--- src/rtl/fir_mac_sched_if.sv ---
// Sequencer-facing signal bundle for fir_mac_sched: coefficient load strobes,
// input FIFO handshake, datapath phase controls and the output-valid pulse.
interface fir_mac_sched_if;
   logic       PushCoef;
   logic [4:0] CoefAddr;
   logic       coef_we;
   logic       coef_err;
   logic       fifo_empty;
   logic       fifo_full;
   logic       fifo_PullOut;
   logic       StopIn;
   logic       shift_en;
   logic [1:0] count;
   logic       acc_clr;
   logic       acc_en;
   logic       PushOut;
   logic       busy;

   // master: the environment around the sequencer (coef source, FIFO, datapath)
   modport master (
      output PushCoef, CoefAddr, fifo_empty, fifo_full,
      input  coef_we, coef_err, fifo_PullOut, StopIn, shift_en,
             count, acc_clr, acc_en, PushOut, busy
   );

   // slave: the sequencer itself
   modport slave (
      input  PushCoef, CoefAddr, fifo_empty, fifo_full,
      output coef_we, coef_err, fifo_PullOut, StopIn, shift_en,
             count, acc_clr, acc_en, PushOut, busy
   );
endinterface

--- src/rtl/fir_mac_sched.sv ---
// Control sequencer for the 29-tap symmetric complex FIR: gates coefficient
// loading, pulls samples, steps the multiplier phases and tracks the pipeline.
module fir_mac_sched #(
   parameter int NCOEF    = 15,
   parameter int NMULT    = 5,
   parameter int NPHASE   = (NCOEF + NMULT - 1) / NMULT,
   parameter int PIPE_LAT = 3
) (
   input logic            Clk,
   input logic            Reset,
   fir_mac_sched_if.slave bus
);

   typedef enum logic [1:0] {LOAD_COEF, WAIT, MAC} state_e;

   localparam logic [1:0] LAST_PH = 2'(NPHASE - 1);

   state_e              state_q;
   logic [NCOEF-1:0]    mask_q;
   logic [1:0]          count_q;
   logic                acc_clr_q;
   logic                acc_en_q;
   logic                coef_err_q;
   logic [PIPE_LAT-1:0] vld_pipe_q;
   logic [PIPE_LAT-1:0] last_pipe_q;

   logic addr_ok, coef_we, last_ph, pull;

   // Combinational strobes are gated by Reset so every output except StopIn
   // drops the moment reset asserts, regardless of PushCoef/fifo_empty.
   always_comb begin
      addr_ok = (bus.CoefAddr != 5'd0) && (bus.CoefAddr <= 5'(NCOEF));
      coef_we = Reset && (state_q == LOAD_COEF) && bus.PushCoef && addr_ok;
      last_ph = (state_q == MAC) && (count_q == LAST_PH);
      pull    = Reset && !bus.fifo_empty && ((state_q == WAIT) || last_ph);
   end

   always_ff @(posedge Clk or negedge Reset) begin
      if (!Reset) begin
         state_q     <= LOAD_COEF;
         mask_q      <= '0;
         count_q     <= '0;
         acc_clr_q   <= 1'b0;
         acc_en_q    <= 1'b0;
         coef_err_q  <= 1'b0;
         vld_pipe_q  <= '0;
         last_pipe_q <= '0;
      end else begin
         // Only the final phase issues a result into the pipeline.
         vld_pipe_q  <= PIPE_LAT'({vld_pipe_q, last_ph});
         last_pipe_q <= PIPE_LAT'({last_pipe_q, last_ph});
         if (bus.PushCoef && (state_q != LOAD_COEF))
            coef_err_q <= 1'b1;
         case (state_q)
            LOAD_COEF: begin
               for (int i = 0; i < NCOEF; i++)
                  if (coef_we && (bus.CoefAddr == 5'(i + 1)))
                     mask_q[i] <= 1'b1;
               if ((&mask_q) && !bus.PushCoef)
                  state_q <= WAIT;
            end
            WAIT: begin
               if (pull) begin
                  state_q   <= MAC;
                  count_q   <= '0;
                  acc_en_q  <= 1'b1;
                  acc_clr_q <= 1'b1;
               end
            end
            MAC: begin
               if (count_q == LAST_PH) begin
                  count_q <= '0;
                  // Back-to-back sample: the delay line shifts at this edge,
                  // after the last phase has read it.
                  if (pull) begin
                     acc_en_q  <= 1'b1;
                     acc_clr_q <= 1'b1;
                  end else begin
                     state_q   <= WAIT;
                     acc_en_q  <= 1'b0;
                     acc_clr_q <= 1'b0;
                  end
               end else begin
                  count_q   <= count_q + 2'd1;
                  acc_clr_q <= 1'b0;
               end
            end
            default: state_q <= LOAD_COEF;
         endcase
      end
   end

   assign bus.coef_we      = coef_we;
   assign bus.coef_err     = coef_err_q;
   assign bus.fifo_PullOut = pull;
   assign bus.shift_en     = pull;
   assign bus.StopIn       = bus.fifo_full;
   assign bus.count        = count_q;
   assign bus.acc_clr      = acc_clr_q;
   assign bus.acc_en       = acc_en_q;
   assign bus.PushOut      = vld_pipe_q[PIPE_LAT-1] & last_pipe_q[PIPE_LAT-1];
   assign bus.busy         = (state_q == MAC) || (|vld_pipe_q);

endmodule

--- src/flat_wrapper.sv ---
// flat-port wrapper written by rule: the top's interface ports become plain ports
module fir_mac_sched_flat 
#(
   parameter int NCOEF    = 15,
   parameter int NMULT    = 5,
   parameter int NPHASE   = (NCOEF + NMULT - 1) / NMULT,
   parameter int PIPE_LAT = 3
)
  (Clk, Reset, bus_PushCoef, bus_CoefAddr, bus_fifo_empty, bus_fifo_full, bus_coef_we, bus_coef_err, bus_fifo_PullOut, bus_StopIn, bus_shift_en, bus_count, bus_acc_clr, bus_acc_en, bus_PushOut, bus_busy);
  fir_mac_sched_if bus_i ();
  input logic Clk;
  input logic Reset;
  input wire logic [$bits(bus_i.PushCoef)-1:0] bus_PushCoef;
  input wire logic [$bits(bus_i.CoefAddr)-1:0] bus_CoefAddr;
  input wire logic [$bits(bus_i.fifo_empty)-1:0] bus_fifo_empty;
  input wire logic [$bits(bus_i.fifo_full)-1:0] bus_fifo_full;
  output wire logic [$bits(bus_i.coef_we)-1:0] bus_coef_we;
  output wire logic [$bits(bus_i.coef_err)-1:0] bus_coef_err;
  output wire logic [$bits(bus_i.fifo_PullOut)-1:0] bus_fifo_PullOut;
  output wire logic [$bits(bus_i.StopIn)-1:0] bus_StopIn;
  output wire logic [$bits(bus_i.shift_en)-1:0] bus_shift_en;
  output wire logic [$bits(bus_i.count)-1:0] bus_count;
  output wire logic [$bits(bus_i.acc_clr)-1:0] bus_acc_clr;
  output wire logic [$bits(bus_i.acc_en)-1:0] bus_acc_en;
  output wire logic [$bits(bus_i.PushOut)-1:0] bus_PushOut;
  output wire logic [$bits(bus_i.busy)-1:0] bus_busy;
  assign bus_i.PushCoef = bus_PushCoef;
  assign bus_i.CoefAddr = bus_CoefAddr;
  assign bus_i.fifo_empty = bus_fifo_empty;
  assign bus_i.fifo_full = bus_fifo_full;
  assign bus_coef_we = bus_i.coef_we;
  assign bus_coef_err = bus_i.coef_err;
  assign bus_fifo_PullOut = bus_i.fifo_PullOut;
  assign bus_StopIn = bus_i.StopIn;
  assign bus_shift_en = bus_i.shift_en;
  assign bus_count = bus_i.count;
  assign bus_acc_clr = bus_i.acc_clr;
  assign bus_acc_en = bus_i.acc_en;
  assign bus_PushOut = bus_i.PushOut;
  assign bus_busy = bus_i.busy;
  fir_mac_sched #(.NCOEF(NCOEF), .NMULT(NMULT), .NPHASE(NPHASE), .PIPE_LAT(PIPE_LAT)) u_core (.Clk(Clk), .Reset(Reset), .bus(bus_i));
endmodule
--- config.mk ---
export PLATFORM = sky130hd
export DESIGN_NAME = fir_mac_sched_flat
export DESIGN_NICKNAME = d
export VERILOG_FILES = /design/src/rtl/fir_mac_sched_if.sv /design/src/rtl/fir_mac_sched.sv /design/src/flat_wrapper.sv
export SDC_FILE = /design/constraint.sdc
export NUM_CORES = 1
export LEC_CHECK = 0
export ABC_AREA = 1
export CORE_UTILIZATION = 40
export CTS_CLUSTER_SIZE = 16
export DETAILED_ROUTE_END_ITERATION = 7
export DONT_BUFFER_PORTS = 1
export PLACE_DENSITY = 0.51
export SYNTH_ARGS = -nofsm -noshare
export SYNTH_HDL_FRONTEND = slang
export SYNTH_SLANG_ARGS = --single-unit
--- constraint.sdc ---
create_clock -name Clk -period 1.4 [get_ports Clk]
set_input_delay 0.21 -clock Clk [delete_from_list [all_inputs] [get_ports Clk]]
set_output_delay 0.21 -clock Clk [all_outputs]
set_load 0.03 [all_outputs]
==> out/qor.yml <==
status: "complete, but fails checks"
failed_checks: "setup timing"
rsz0062_at_grt: "yes"
power_frac_seq_pct: 49.1
power.density_nw_per_um2: 1680
drtPass1Iterations: 4
synth-edff-count: 0
vias: 861
holdWs_ns: 0.0471
synth_async_sr_flop_share_pct: 100
synth-seq-cells: 25
synth_top_cell_by_area: "dfrtp_1"
diodes: 0
combPwrFrac_pct: 37.1
drv_slew: 0
vias_per_cell: 5.04
cp-end-kind: "output port"
insertion_delay_ns: 0.32
clkSinkCount: 25
timing.final.crit_share_pct: 107
avgSynthCellArea_sq_um: 9.53
grt_pass1_vias: 871
worst_slack_ns: -0.0938
syn-cell-area_sq_um: 1160
fin_util_pct: 50.6
hp-class: "primary input to flop"
initial_core_util_pct: 42.2
total_power_w: 0.00235
maxCapViolCount: 0
die_y_microns: 55.9
pwr-share-clk_pct: 13.8
grt_overflow: 0
max-vdd-ir-drop_mv: 0.966
place_congestion: 0.805
clock_skew_ns: 0.0104
ys.flop_type: "dfrtp_1"
tightest_slew_ns: 0.368
dieArea_sq_um: 3130
fmax_mhz: 669
core_area_sq_um: 2760
synth_top_area_share_pct: 53.8
synth_area_leaders: "dfrtp_1 (54%), nand2_1 (7.4%), o21bai_1 (7.1%), o21bai_2 (4.8%), inv_1 (4.2%)"
root_buffer: "clkbuf_4"
ys_warn_count: 0
p_int_w: 0.00142
synth_common_cells: "dfrtp_1 (25), nand2_1 (23), inv_1 (13)"
synth_nets: 132
cts_buffer_depth: 2
min_period_ns: 1.49
synth_most_common_cell: "dfrtp_1"
antenna_found_initial: 0
port_buffers: 0
wirelength_microns: 2320
clk_pin_slew_ns: 0.14
setup_violations: 4
nets: 151
swShare_pct: 39.5
antenna_left: 0
cts_buffers: 3
leakagePower_nw: 0.681
multi_input_area_sq_um: 497
critical_path_class: "flop to output port"
drc: 0
first_iter_violations: 31
die_w_microns: 55.9
critical_path_arrival_ns: 1.28
grt_pass1_wl_microns: 3930
grt_start_max_net_pins: 26
post_drt_wl_per_cell_microns: 13.5
hold_violations: 0
seq_area_sq_um: 627
required_ns: 1.19
pin_count: 21
yosys.cell_types.count: 19
drive_gt1_share_pct: 32.1
syn_to_final_growth_pct: 20.1
slew_headroom_pct: 75.4
critPathMaxFanout: 3
syn_inst: 122
worstSetupStartpointType: "flop"
cts_tree: "done"
p_switching_w: 0.000928
row_count: 19
nFillCells: 258
h-tree-depth: 1
grtUsageTotal_pct: 16.6
hpwl_microns: 1650
seq_area_frac_synth_pct: 53.8
cell usage in the layout, fill, tap and decap left out, types with 2 or more instances in the layout:
master     n
clkbuf_4   3
nand2_4    4
nand2_1   21
nor2_2     2
o21bai_1  11
inv_2      5
buf_4     14
nand4_1    3
dfrtp_1   24
o21ai_0    3
inv_1     10
nand2_2    3
o21bai_2   5
nor2_1    11
nand3_1    8
sequential cells by signal (all words and copies together), names as in the netlist:
register             flops
u_core.bus.acc_clr       1
u_core.bus.acc_en        1
u_core.mask_q           15
u_core.bus.count         2
u_core.bus.coef_err      1
u_core.vld_pipe_q        2
u_core.last_pipe_q       1
u_core.state_q           2
kinds of logic after synthesis:
kind of cell / count (synthesis) / synth area share (%)
and+or+nand+nor: 57 / 25.0
DFF: 25 / 53.8
AOI/OAI and AO/OA: 21 / 14.4
buffers and inverters: 19 / 6.78
what timing repair did:
| action | in CTS | in global routing |
|---|---|---|
| endpoints found under the hold margin | 25 | 0 |
| gates resized for setup | 10 | 2 |
| setup endpoints to repair | 4 | 4 |
| pin swaps | 2 | 1 |
| hold buffers | 2 | 0 |
| setup buffers | 4 | 6 |
power groups by stage:
stage                     clock network (W)  logic, W  registers (W)
after floorplan                           0  0.000512        0.00119
after global placement                    0  0.000701        0.00116
after detailed placement                  0  0.000718        0.00116
after CTS                          0.000339  0.000840        0.00115
after global routing               0.000367  0.000958        0.00118
final                              0.000323  0.000870        0.00115
worst paths after layout:
path	startpoint	to	slack [ns]	cells after the start
worst min-delay path	bus_PushCoef	u_core.bus.coef_err	0.05	2
worst min register to register	u_core.vld_pipe_q[0]	u_core.vld_pipe_q[1]	0.39	0
worst max register to register	u_core.state_q[0]	u_core.mask_q[0]	0.04	8
worst max-delay path	u_core.state_q[0]	bus_coef_we	-0.09	5
min in group asynchronous	Reset	u_core.vld_pipe_q[1]	0.30	2
max in group asynchronous	Reset	u_core.bus.count[0]	0.93	2
worst max-delay path, stage by stage, from the launching register on:
cell and delay [ns]:
dfrtp_1 0.42, inv_2 0.11, nand2_4 0.08, nor2_8 0.15, nand2_8 0.07, clkinvlp_4 0.14
area by class of cell:
cell class	count	area share, %
inverter	17	5.20
timing repair buffer	16	9.68
clock buffer	4	1.88
sequential	25	44.9
multi-input combinational	78	35.6
tap	31	2.78
routing by layer:
layer | vias to the layer above | global-route usage [%] | routed length (microns)
met4 | 0 | 3.48 | 20
met2 | 16 | 25.1 | 1010
met5 | - | 0 | 0
li1 | 431 | - | -
met3 | 4 | 4.88 | 94
met1 | 410 | 23.7 | 1190
stage by stage:
step / cell area [sq um] / cells / setup WS (ns) / TNS, ns
after CTS: 1340 / 165 / -0.110 / -0.335
after global routing: 1400 / 171 / -0.178 / -0.638
after global placement: 1220 / 155 / 0.162 / 0
final: 1400 / 171 / -0.0938 / -0.303
after floorplan: 1160 / 122 / 0.0261 / 0
after detailed placement: 1220 / 155 / 0.141 / 0
No activity file was read; power rests on OpenSTA's default activity.
